$ cat src/rtl/pl_controller.sv
// pl_controller: pipelined RV32I control unit with Decode, ID/EX, EX/MEM and MEM/WB control registers
module pl_controller #(
    parameter int ALU_CTRL_W   = 4,
    parameter bit BRANCH_FULL  = 1'b1,
    parameter bit ENABLE_UTYPE = 1'b1
) (
    input  logic                  clk,
    input  logic                  reset,
    input  logic [6:0]            opD,
    input  logic [2:0]            funct3D,
    input  logic                  funct7b5D,
    input  logic                  StallE,
    input  logic                  FlushE,
    input  logic                  ZeroE,
    input  logic                  LtE,
    input  logic                  LtuE,
    output logic [2:0]            ImmSrcD,
    output logic                  IllegalD,
    output logic [ALU_CTRL_W-1:0] ALUControlE,
    output logic                  ALUSrcAE,
    output logic                  ALUSrcBE,
    output logic                  PCSrcE,
    output logic                  JalrE,
    output logic                  ResultSrcE0,
    output logic                  RegWriteM,
    output logic                  MemWriteM,
    output logic [2:0]            Funct3M,
    output logic                  RegWriteW,
    output logic [1:0]            ResultSrcW
);
    localparam logic [6:0] OP_LW    = 7'b0000011;
    localparam logic [6:0] OP_SW    = 7'b0100011;
    localparam logic [6:0] OP_R     = 7'b0110011;
    localparam logic [6:0] OP_I     = 7'b0010011;
    localparam logic [6:0] OP_B     = 7'b1100011;
    localparam logic [6:0] OP_JAL   = 7'b1101111;
    localparam logic [6:0] OP_JALR  = 7'b1100111;
    localparam logic [6:0] OP_LUI   = 7'b0110111;
    localparam logic [6:0] OP_AUIPC = 7'b0010111;

    typedef struct packed {
        logic                  reg_write;
        logic [1:0]            result_src;
        logic                  mem_write;
        logic                  jump;
        logic                  branch;
        logic                  jalr;
        logic [ALU_CTRL_W-1:0] alu_ctrl;
        logic                  alu_src_a;
        logic                  alu_src_b;
        logic [2:0]            funct3;
    } ctrl_t;

    ctrl_t      ctrl_d;
    ctrl_t      id_ex_q;
    logic [3:0] alu_f3;
    logic [3:0] alu_op;
    logic [2:0] imm_src;
    logic       illegal;
    logic       br_cond;
    logic       ex_mem_rw_q;
    logic [1:0] ex_mem_rs_q;
    logic       ex_mem_mw_q;
    logic [2:0] ex_mem_f3_q;
    logic       mem_wb_rw_q;
    logic [1:0] mem_wb_rs_q;

    // ALU operation selected by funct3 for R-type and I-ALU; only R-type uses funct7b5 on 000
    always_comb begin
        case (funct3D)
            3'b000:  alu_f3 = (opD == OP_R && funct7b5D) ? 4'd1 : 4'd0;
            3'b001:  alu_f3 = 4'd7;
            3'b010:  alu_f3 = 4'd5;
            3'b011:  alu_f3 = 4'd6;
            3'b100:  alu_f3 = 4'd4;
            3'b101:  alu_f3 = funct7b5D ? 4'd9 : 4'd8;
            3'b110:  alu_f3 = 4'd3;
            default: alu_f3 = 4'd2;
        endcase
    end

    // Main decoder; unsupported opcodes yield an all-zero bubble bundle
    always_comb begin
        ctrl_d  = '0;
        alu_op  = 4'd0;
        imm_src = 3'b000;
        illegal = 1'b0;
        case (opD)
            OP_LW: begin
                ctrl_d.reg_write  = 1'b1;
                ctrl_d.result_src = 2'b01;
                ctrl_d.alu_src_b  = 1'b1;
            end
            OP_SW: begin
                ctrl_d.mem_write = 1'b1;
                ctrl_d.alu_src_b = 1'b1;
                imm_src          = 3'b001;
            end
            OP_R: begin
                ctrl_d.reg_write = 1'b1;
                alu_op           = alu_f3;
            end
            OP_I: begin
                ctrl_d.reg_write = 1'b1;
                ctrl_d.alu_src_b = 1'b1;
                alu_op           = alu_f3;
            end
            OP_B: begin
                ctrl_d.branch = 1'b1;
                alu_op        = 4'd1;
                imm_src       = 3'b010;
            end
            OP_JAL: begin
                ctrl_d.reg_write  = 1'b1;
                ctrl_d.result_src = 2'b10;
                ctrl_d.jump       = 1'b1;
                imm_src           = 3'b011;
            end
            OP_JALR: begin
                ctrl_d.reg_write  = 1'b1;
                ctrl_d.result_src = 2'b10;
                ctrl_d.jump       = 1'b1;
                ctrl_d.jalr       = 1'b1;
                ctrl_d.alu_src_b  = 1'b1;
            end
            OP_LUI: begin
                if (ENABLE_UTYPE) begin
                    ctrl_d.reg_write  = 1'b1;
                    ctrl_d.result_src = 2'b11;
                    imm_src           = 3'b100;
                end else begin
                    illegal = 1'b1;
                end
            end
            OP_AUIPC: begin
                if (ENABLE_UTYPE) begin
                    ctrl_d.reg_write = 1'b1;
                    ctrl_d.alu_src_a = 1'b1;
                    ctrl_d.alu_src_b = 1'b1;
                    imm_src          = 3'b100;
                end else begin
                    illegal = 1'b1;
                end
            end
            default: illegal = 1'b1;
        endcase
        ctrl_d.alu_ctrl = ALU_CTRL_W'(alu_op);
        ctrl_d.funct3   = illegal ? 3'b000 : funct3D;
    end

    // ID/EX register: flush beats stall, stall holds the current bundle
    always_ff @(posedge clk) begin
        if (reset || FlushE) id_ex_q <= '0;
        else if (!StallE) id_ex_q <= ctrl_d;
    end

    // EX/MEM and MEM/WB advance unconditionally; only reset clears them
    always_ff @(posedge clk) begin
        if (reset) begin
            ex_mem_rw_q <= 1'b0;
            ex_mem_rs_q <= 2'b00;
            ex_mem_mw_q <= 1'b0;
            ex_mem_f3_q <= 3'b000;
            mem_wb_rw_q <= 1'b0;
            mem_wb_rs_q <= 2'b00;
        end else begin
            ex_mem_rw_q <= id_ex_q.reg_write;
            ex_mem_rs_q <= id_ex_q.result_src;
            ex_mem_mw_q <= id_ex_q.mem_write;
            ex_mem_f3_q <= id_ex_q.funct3;
            mem_wb_rw_q <= ex_mem_rw_q;
            mem_wb_rs_q <= ex_mem_rs_q;
        end
    end

    // Branch condition from comparator flags; funct3[0] inverts, 010/011 never taken
    always_comb begin
        case (id_ex_q.funct3)
            3'b000:  br_cond = ZeroE;
            3'b001:  br_cond = !ZeroE;
            3'b100:  br_cond = LtE;
            3'b101:  br_cond = !LtE;
            3'b110:  br_cond = LtuE;
            3'b111:  br_cond = !LtuE;
            default: br_cond = 1'b0;
        endcase
        if (!BRANCH_FULL && id_ex_q.funct3[2]) br_cond = 1'b0;
    end

    assign ImmSrcD     = imm_src;
    assign IllegalD    = illegal;
    assign ALUControlE = id_ex_q.alu_ctrl;
    assign ALUSrcAE    = id_ex_q.alu_src_a;
    assign ALUSrcBE    = id_ex_q.alu_src_b;
    assign PCSrcE      = id_ex_q.jump | (id_ex_q.branch & br_cond);
    assign JalrE       = id_ex_q.jalr;
    assign ResultSrcE0 = id_ex_q.result_src[0];
    assign RegWriteM   = ex_mem_rw_q;
    assign MemWriteM   = ex_mem_mw_q;
    assign Funct3M     = ex_mem_f3_q;
    assign RegWriteW   = mem_wb_rw_q;
    assign ResultSrcW  = mem_wb_rs_q;
endmodule

$ cat config.mk
export PLATFORM = sky130hd
export DESIGN_NAME = pl_controller
export DESIGN_NICKNAME = d
export VERILOG_FILES = /design/src/rtl/pl_controller.sv
export SDC_FILE = /design/constraint.sdc
export NUM_CORES = 1
export LEC_CHECK = 0
export CAP_MARGIN = 20
export CORE_ASPECT_RATIO = 0.6
export CORE_MARGIN = 5
export CORE_UTILIZATION = 49
export DETAILED_ROUTE_END_ITERATION = 8
export GPL_ROUTABILITY_DRIVEN = 0
export PLACE_DENSITY_LB_ADDON = 0.12
export SLEW_MARGIN = 10
export SYNTH_ARGS = -nofsm -noshare
export SYNTH_HDL_FRONTEND = slang
export SYNTH_SLANG_ARGS = --single-unit
export TNS_END_PERCENT = 5
$ cat constraint.sdc
create_clock -name clk -period 3.1 [get_ports clk]
set_clock_uncertainty 0.15 [all_clocks]
set_input_delay 0.465 -clock clk [delete_from_list [all_inputs] [get_ports clk]]
set_output_delay 0.465 -clock clk [all_outputs]
set_load 0.01 [all_outputs]
# ---- Word-level counts from Yosys, hierarchy flattened
# Cells that the tools add are included.
dict set report classes {
  n_addsub 0
  multipliers 0
  n_div 0
  magnitude_cmp 0
  eq_ne 20
  shifts 0
  mux 16
  n_bitwise 2
  reduce_logical 13
}
# cell n
set ops {}
lappend ops {{$pmux 4 s7} 1}
lappend ops {{$eq 3x3->1 const B} 7}
lappend ops {{$eq 7x6->1 const B} 3}
lappend ops {{$eq 7x7->1 const B} 3}
lappend ops {{$eq 7x5->1 const B} 2}
lappend ops {{$pmux 3 s4} 1}
lappend ops {{$mux 1} 10}
lappend ops {{$reduce_or 9->1} 1}
lappend ops {{$pmux 4 s2} 1}
lappend ops {{$eq 7x2->1 const B} 1}
lappend ops {{$reduce_or 7->1} 1}
lappend ops {{$eq 3x1->1 const B} 2}
lappend ops {{$eq 3x2->1 const B} 2}
lappend ops {{$logic_not 3->1} 2}
lappend ops {{$pmux 1 s6} 1}
lappend ops {{$pmux 2 s3} 1}
lappend ops {{$reduce_or 2->1} 3}
lappend ops {{$reduce_or 5->1} 1}
lappend ops {{$logic_not 1->1} 3}
lappend ops {{$mux 3} 1}
lappend ops {{$and 1x1->1} 1}
lappend ops {{$logic_and 1x1->1} 1}
lappend ops {{$logic_or 1x1->1} 1}
lappend ops {{$or 1x1->1} 1}
dict set report totals {
  ff_bits 26
  latch_bits 0
  ramBits 0
  rom_bits 0
  inputBits 18
  out_inout_bits 21
  wordCells 67
  memories 0
}

# ---- Depth between registers and ports, before layout
# Gate-level depths: netlist of run 1.
dict set report logic_depth {
  depth_word 5
  mapped_depth 6
}

# ---- Least setup slack after synthesis of run 1
# No wires, ideal clock.
dict set report synth_path {
  path_type {in2out}
  startpoint {in opD[2]}
  endpoint {out ImmSrcD[0]}
  t_arrival_ns 1.307
  required_ns 2.485
  setup_slack_ns 1.178
  path_stages 3
  cell_sequence {buf_6 or3_1 a211oi_1}
}
dict set report synth_between {
  elab_chain_len 3
  elab_cells_between_ends 7
  classes_between {eq/ne: 5; mux: 1; reduce/logical: 1}
}
# element line
set synth_rtl {}
lappend synth_rtl {{start, declared} 9} ;# input logic [6:0] opD,
lappend synth_rtl {{$eq 7x5->1 / $eq 7x6->1 (equally long branches)} 88} ;# case (opD)
lappend synth_rtl {{$reduce_or 2->1 (no source line)} -}
lappend synth_rtl {{$pmux 3 s4 (*)} 88}
lappend synth_rtl {{end, declared} 17} ;# output logic [2:0] ImmSrcD,
# Every way passes the cells marked *; elsewhere a longest branch is shown, timed or not.

# ---- Worst setup path in the final report of run 1
dict set report layout_path {
  startpoint {in opD[3]}
  endpoint {out ImmSrcD[0]}
}
# The elaborated chain is that of the path after synthesis.

==> flow_summary_export.csv, run 1 <==
group,metric,value,unit
sta,slew_violations,0,
grt,grt_max_degree,18,
synthesis,yosys.cell_types.count,44,
synthesis,netlist_instances,142,
critical_path,cp-end-kind,"output port",
worst_hold_path,hold_path_class,"reg -> reg",
power_and_ir_drop,power,634,uW
floorplan,rows,14,
critical_path,cp.required,2480,ps
sta,hold_violations,0,
critical_path,slowest_stage,"clkdlybuf4s50_1",
critical_path,r2r-start,"id_ex_q[12]",
power_and_ir_drop,intPower,491,uW
route,ant_nets,0,
synthesis,syn-mean-instance-area,8.87,sq um
critical_path,path_cells,"clkdlybuf4s50_1 -> or3_1 -> a211oi_1 -> clkdlybuf4s50_1",
critical_path,cp_max_fo,7,
sta,period_share,92.1,%
sta,tightestPinTransition,579,ps
critical_path,reg2regPathDepth,2,
sta,max_freq,350,MHz
synthesis,synth_common_cells,"dfxtp_1, nor2_1, nor2b_1",
placement,io_buffers,38,
clock_network,insertion_delay,260,ps
power_and_ir_drop,p_sw,143,uW
critical_path,critPathMaxStageDelay,590,ps
synthesis,synth_edf_count,0,
critical_path,start_kind,"input pin",
critical_path,r2r_setup_slack,2280,ps
critical_path,worstPathArrival,2240,ps
clock_network,cts_tree,"done",
power_and_ir_drop,p_leak,0.575,nW
clock_network,clkTransAtPathRegs,80,ps
clock_network,root_buffer,"clkbuf_8",
grt,antenna_found_initial,0,
route,firstDrtPassIters,4,
synthesis,synthArstFlopShare,0,%
synthesis,ys_top_cells_by_area,"dfxtp_1, nor2b_1, nor2_1, a21oi_1, buf_4",
grt,grt_pass1_wl,4550,microns
grt,overflow,0,
route,wl_per_cell,13.5,microns
route,wl_met2,1250,microns
clock_network,cts_setup_buffers,0,
final_layout,area_growth,34.3,%
synthesis,yosysWarnings,0,
synthesis,syn_area,1260,sq um
clock_network,holdBufCountCts,0,
synthesis,synth_most_common_cell,"dfxtp_1",
synthesis,synth_top_area_cell,"dfxtp_1",
floorplan,core,2490,sq um
critical_path,cp_num_buf_inv,2,
worst_hold_path,hold-path-cell-count,1,
route,wl_met1,1340,microns
final_layout,fillCellCount,195,
synthesis,synth-seq-cells,26,
grt,grt_pass1_vias,979,
sta,fin_crit,2860,ps
flow_run,drv_cap,0,
clock_network,cts_buffer_depth,2,
floorplan,chipHeight,49.3,microns
power_and_ir_drop,swShare,22.6,%
final_layout,drive_gt1_share,9.71,%
power_and_ir_drop,p_comb_share,13.9,%
sta,rsz0062_at_grt,"no",
sta,postLayoutSetupSlackWorst,245,ps
power_and_ir_drop,p_per_area,375,nW/um^2
synthesis,synth_seq_area_share,41.3,%
synthesis,synth_top_area_share,41.3,%
route,drt_iter0_markers,49,
critical_path,crit_family,"buffers and inverters",
route,num_vias,1117,
floorplan,initial_core_util,50.7,%
placement,hpwl,2190,microns
clock_network,cts.sinks,26,
critical_path,reg2reg_to,"id_ex_q[12]",
worst_hold_path,hp-start,"ex_mem_rs_q[0]",
route,drc,0,
floorplan,fp.dieArea,3720,sq um
final_layout,nNetsFinal,194,
power_and_ir_drop,power_frac_clock,33.1,%
route,drt_wl_total,2790,microns
route,met3RoutedLength,177,microns
outcome,status,"finished, final reports clean",
route,avgViaCountPerCell,5.40,
power_and_ir_drop,pwr-share-seq,53.0,%
route,top_layer_used,"met4",
clock_network,htreeDepth,1,
grt,grtUsageTotal,15.5,%
placement,dp_cells,203,
critical_path,crit_type,"in -> out",
floorplan,die_x,75.5,microns
synthesis,synthesis.nets,160,
final_layout,diodes,0,
final_layout,fin_cells,207,
placement,dp_slack,242,ps
clock_network,cts.repair.resized,0,
clock_network,cts_buffers,3,
sta,setup_violations,0,
worst_hold_path,min_to,"ResultSrcW[0]",
floorplan,io_pins,39,
sta,relSlewSlack,61.3,%
critical_path,cpMostUsedCell,"clkdlybuf4s50_1",
final_layout,finish.utilization,68.0,%
power_and_ir_drop,vdd.ir_drop.worst,0.000248,V
synthesis,ys.flop_type,"dfxtp_1",
sta,tns,0,ps
-- per-layer routing --
metal | GRT usage [%] | up-vias
li1 | - | 566
met3 | 4.53 | 4
met5 | 0 | -
met1 | 22.7 | 513
met2 | 22.9 | 34
met4 | 2.03 | 0
-- power by group through the flow --
stage	clock, mW	combinational [mW]	sequential (mW)
after floorplan	0	0.0470	0.344
after global placement	0	0.0862	0.344
after detailed placement	0	0.0873	0.344
after CTS	0.216	0.0879	0.336
after global routing	0.229	0.0961	0.336
final	0.210	0.0881	0.336
-- how the worst max path moves through the flow --
stage / endpoint / slack [ps] / cells past startpoint / start
3_5_place_dp: ImmSrcD[0] / 240 / 4 / opD[3]
5_1_grt: ImmSrcD[2] / 150 / 5 / opD[3]
4_1_cts: ImmSrcD[0] / 240 / 4 / opD[3]
6_report: ImmSrcD[0] / 240 / 4 / opD[3]
3_3_place_gp: IllegalD / 310 / 5 / opD[4]
2_1_floorplan: ImmSrcD[0] / 1180 / 3 / opD[2]
-- cells by family after synthesis --
family	Yosys count	synth area share, %
buf+inv	15	6.75
flops	26	41.3
xor+xnor	4	2.78
mux	2	1.69
simple gates	62	28.7
compound gates	33	18.8
-- registers in the layout (all words and copies together) (netlist names), 2 cells and up --
register     count
ALUControlE      4
Funct3M          3
ResultSrcW       2
ex_mem_rs_q      2
id_ex_q          8
-- through the flow --
stage	hold slack, ps	instance area [sq um]
detailed placement	274	1640
finish	293	1690
global placement	274	1640
global route	315	1690
floorplan	264	1260
CTS	294	1690
-- cells in the final DEF (no fill, tap or decap), types with 2 or more instances in the layout --
cell type	n
a21oi_1	10
nand2_1	7
nand4b_1	2
a32oi_1	2
nand2b_1	3
a21o_1	2
nor4_1	2
clkdlybuf4s50_1	38
clkbuf_8	4
nor3_1	5
dfxtp_1	26
xnor2_1	3
nor2b_1	12
a22oi_1	3
nor2_1	15
nand3_1	3
o21ai_0	3
nor3b_1	3
o21ai_1	3
buf_4	5
o21bai_1	2
-- final cells by class --
cell class | instances | area [sq um] | share of cell area [%]
clock buffers | 4 | 55.1 | 3.25
inverters | 1 | 3.75 | 0.222
repair buffers | 43 | 418 | 24.7
flip-flops and latches | 26 | 520 | 30.8
multi-input cells | 101 | 654 | 38.7
well taps | 32 | 40.0 | 2.37
(Power assumes the default switching activity.)
==> run 2: changes to the inputs <==
--- a/config.mk
+++ b/config.mk
@@ -7,7 +7,6 @@
 export LEC_CHECK = 0
 export CAP_MARGIN = 20
 export CORE_ASPECT_RATIO = 0.6
-export CORE_MARGIN = 5
 export CORE_UTILIZATION = 49
 export DETAILED_ROUTE_END_ITERATION = 8
 export GPL_ROUTABILITY_DRIVEN = 0
==> run 2 against run 1 <==
- highest routed layer unchanged
- sequential share of layout area hardly changed
- cell count is 0.97% lower
- hold slack better by 2.9 ps
- wire length is 2.0% higher
- clock power hardly changed
- largest power group unchanged
- largest cell class unchanged
- count of clock-buffer cells in the layout stayed put
- die area is 25% lower
- power is 0.77% higher
==> flow_summary_export.csv, run 2 (synthesis results as in run 1) <==
group,metric,value,unit
critical_path,path_cells,"clkdlybuf4s50_1 -> or3_1 -> a211oi_1 -> clkdlybuf4s50_1",
clock_network,cts_buffers,3,
flow_run,drv_cap,0,
sta,max_freq,345,MHz
final_layout,regArea,520,sq um
sta,slew_violations,0,
floorplan,core,2290,sq um
final_layout,nNetsFinal,194,
critical_path,critPathLaunch,"opD[3]",
floorplan,die_x,67.5,microns
clock_network,holdBufCountCts,0,
sta,tightestPinTransition,727,ps
clock_network,cts_setup_buffers,0,
critical_path,critical_path_depth,4,
placement,io_buffers,38,
route,ant_nets,0,
critical_path,r2r_setup_slack,2240,ps
clock_network,insertion_delay,260,ps
route,drt_wl_total,2840,microns
outcome,status,"finished, final reports clean",
critical_path,cpMostUsedCell,"clkdlybuf4s50_1",
final_layout,diodes,0,
final_layout,finish.utilization,73.6,%
sta,tns,0,ps
sta,hold_violations,0,
floorplan,rows,13,
route,drc,0,
final_layout,most-common-layout-cells,"clkdlybuf4s50_1, dfxtp_1, nor2_1, nor2b_1, a21oi_1",
critical_path,reg2reg_to,"id_ex_q[0]",
floorplan,chipHeight,41.3,microns
route,firstDrtPassIters,4,
grt,grtUsageTotal,23.5,%
critical_path,crit_family,"buffers and inverters",
critical_path,cp-end-kind,"output port",
critical_path,slowest_stage,"clkdlybuf4s50_1",
critical_path,crit_type,"in -> out",
final_layout,multi_input_area,654,sq um
power_and_ir_drop,p_leak,0.575,nW
route,wl_per_cell,13.9,microns
sta,period_share,93.6,%
sta,relSlewSlack,51.4,%
critical_path,r2r-start,"id_ex_q[0]",
grt,antenna_found_initial,0,
grt,grt_pass1_vias,961,
route,avgViaCountPerCell,5.50,
critical_path,cp.required,2480,ps
grt,grt_pass1_wl,4530,microns
final_layout,mostFrequentLayoutCell,"clkdlybuf4s50_1",
sta,setup_violations,0,
clock_network,cts.repair.resized,0,
sta,rsz0062_at_grt,"no",
critical_path,crit_end,"ImmSrcD[0]",
final_layout,design_area,1690,sq um
sta,timing.hold.ws,295,ps
critical_path,cp_num_buf_inv,2,
clock_network,cts_buffer_depth,2,
floorplan,initial_core_util,54.9,%
sta,postLayoutSetupSlackWorst,199,ps
placement,dpl_cell_area,1630,sq um
route,num_vias,1127,
clock_network,htreeDepth,1,
grt,grt_max_degree,21,
clock_network,cts_tree,"done",
power_and_ir_drop,p_per_area,378,nW/um^2
clock_network,clkTransAtPathRegs,80,ps
critical_path,reg2regPathDepth,2,
floorplan,io_pins,39,
critical_path,critPathMaxStageDelay,590,ps
critical_path,cp_max_fo,7,
final_layout,area_growth,34.1,%
final_layout,drive_gt1_share,9.71,%
placement,dp_slack,209,ps
final_layout,fillCellCount,184,
critical_path,worstPathArrival,2290,ps
worst_hold_path,hold_path_class,"reg -> reg",
final_layout,largest_register_ffs,8,
clock_network,root_buffer,"clkbuf_8",
power_and_ir_drop,vdd.ir_drop.worst,0.000246,V
final_layout,regMostFlops,"id_ex_q",
sta,fin_crit,2900,ps
placement,hpwl,2190,microns
route,drt_iter0_markers,95,
clock_network,cts.sinks,26,
grt,overflow,0,
floorplan,fp.dieArea,2780,sq um
critical_path,start_kind,"input pin",
[run 2: worst min path at each step]
stage | startpoint | end | slack [ps] | depth (start not counted)
2_1_floorplan | ex_mem_rs_q[0] | ResultSrcW[0] | 260 | 1
3_3_place_gp | ex_mem_rs_q[0] | ResultSrcW[0] | 270 | 1
3_5_place_dp | ex_mem_rs_q[0] | ResultSrcW[0] | 280 | 1
4_1_cts | ex_mem_rs_q[1] | ResultSrcW[1] | 300 | 1
5_1_grt | ex_mem_rs_q[0] | ResultSrcW[0] | 330 | 1
6_report | ex_mem_rs_q[1] | ResultSrcW[1] | 300 | 1
[run 2: final cells by class]
cell class,count,area share [%]
sequential,26,30.8
tap,30,2.22
multi-input combinational,101,38.7
timing repair buffer,43,24.7
clock buffer,4,3.26
inverter,1,0.222
[run 2: where the power goes]
group	switching (mW)	internal (mW)	leakage [nW]	total, mW
Clock	0.0998	0.113	0.0288	0.213
Sequential	0.000835	0.335	0.210	0.336
Combinational	0.0472	0.0425	0.337	0.0897
[run 2: worst register-to-register path, delay by kind of cell (launching register included)]
family	cells	cell delay [ps]
AO/OA/AOI/OAI	1	150
flip-flops	1	420
AND/OR/NAND/NOR	1	80
[run 2: stage by stage]
step,power [mW],instances
after floorplan,0.391,142
after global placement,0.429,201
after detailed placement,0.433,201
after CTS,0.649,205
after global routing,0.671,205
final,0.639,205
[run 2: routing by layer]
metal | share of wire (%) | global-route usage (%) | vias up
met5 | 0 | 0 | -
met4 | 0.77 | 6.38 | 0
met3 | 7.1 | 6.67 | 5
met2 | 47 | 37.9 | 48
met1 | 45 | 31.0 | 508
li1 | - | - | 566
==> RTL edit: new RTL, flow settings as in run 2 <==
Reset style: asynchronous (`reset`), changed in one clocked block.
--- a/src/rtl/pl_controller.sv
+++ b/src/rtl/pl_controller.sv
@@ -155,7 +155,7 @@
     end
 
     // EX/MEM and MEM/WB advance unconditionally; only reset clears them
-    always_ff @(posedge clk) begin
+    always_ff @(posedge clk or posedge reset) begin
         if (reset) begin
             ex_mem_rw_q <= 1'b0;
             ex_mem_rs_q <= 2'b00;
Function: differs if reset is asserted again (counterexample within 4 cycles, from zero or initial values and one cycle with reset high); with reset held inactive, the same outputs for 10 cycles.
==> RTL edit against run 2 <==
- cell count fell by 8.3%
- synthesized area fell by 9.1%
- maximum frequency shrank 3.8%
- cell area shrank 4.4%
- total power up 9.0%
- setup slack lost 0.11 ns
- routed wire length fell by 1.3%
- non-clock buffer count decreased by 1
- die area is 8.8% lower
- sequential cell count stayed put
==> RTL edit: results (changes against run 2) <==
Status
  – Status: finished clean

Placed design
  – Inst Count DP: 184 (-8.5%)
  – Place WS: 0.1069 ns (-0.1020 ns)

Power and ir drop
  – Clk. pwr: 0.277 mW (+30%)
  – Switching pwr: 0.1449 mW (-2.0%)
  – Comb pwr: 0.0776 mW (-13%)

Timing
  – Fin crit period: 3.016 ns (+0.1147 ns)
  – Min Hold Slack: 0.1982 ns (-0.09724 ns)
  – Tightest Pin Transition: 0.6008 ns (-0.1266 ns)

Logic synthesis
  – Fraction of registers with async set/reset: 0.3846 (+0.3846)
  – Synth cell count leaders: dfxtp_1 (16), a21oi_1 (14), nand2_1 (12)
  – Most area-consuming cells after synthesis: dfxtp_1 (28%), dfrtp_1 (22%), a21oi_1 (6.1%)
  – Xor/xnor cell area share of the yosys netlist: 0.02295 (-0.004855)

Routing
  – Met2 routed WL: 1222 um (-9.2%)
  – Routed metal-1 wirelength: 1286 um (+0.86%)
  – Post-Route WL: 2806 um (-1.3%)
  – DR iter-0 viols: 65 (-32%)

Critical path
  – Worst path arrival time: 2.40 ns (+0.11 ns)
  – CP max FO: 8 (+1)

Finish
  – Layout cells sized above 1: 0.09494 (-0.002206)
  – Fill cell count: 164 (-11%)

Global route
  – Met2 Track Usage GR: 0.3868 (+0.008129)
  – Vias in the first global route: 922 (-4.1%)
  – Routing usage on met3: 0.06977 (+0.003101)
  – Largest net degree at the start of global routing: 19 (-9.5%)
  – Total GRT Usage: 0.2336 (-0.001535)
## RTL edit: cell count changes after synthesis, sizes merged, moves of 3 or more
cell   change
a21oi      +3
buf        -5
dfrtp     +10
dfxtp     -10
inv        +3
nand2      +5
nor2       -5
nor2b     -12
## RTL edit: layout make-up
type | instances | area (um^2) | area share
Clock buffer | 3 | 41.29 | 0.02556
Timing Repair Buffer | 42 | 410.4 | 0.2541
Clock inverter | 1 | 30.03 | 0.01859
Tap cell | 30 | 37.54 | 0.02324
Inverter | 4 | 15.01 | 0.009295
Sequential cell | 26 | 570.5 | 0.3532
Multi-Input combinational cell | 82 | 510.5 | 0.3160
## RTL edit: worst paths after layout
kind,start,cells after the start,end
setup / recovery,opD[4],5,IllegalD
hold / removal,id_ex_q[15],0,RegWriteM
setup reg to reg,ALUControlE[0],3,ALUControlE[0]
hold reg to reg,id_ex_q[15],0,RegWriteM
max in group asynchronous,reset,2,Funct3M[2]
min in group asynchronous,reset,2,RegWriteM
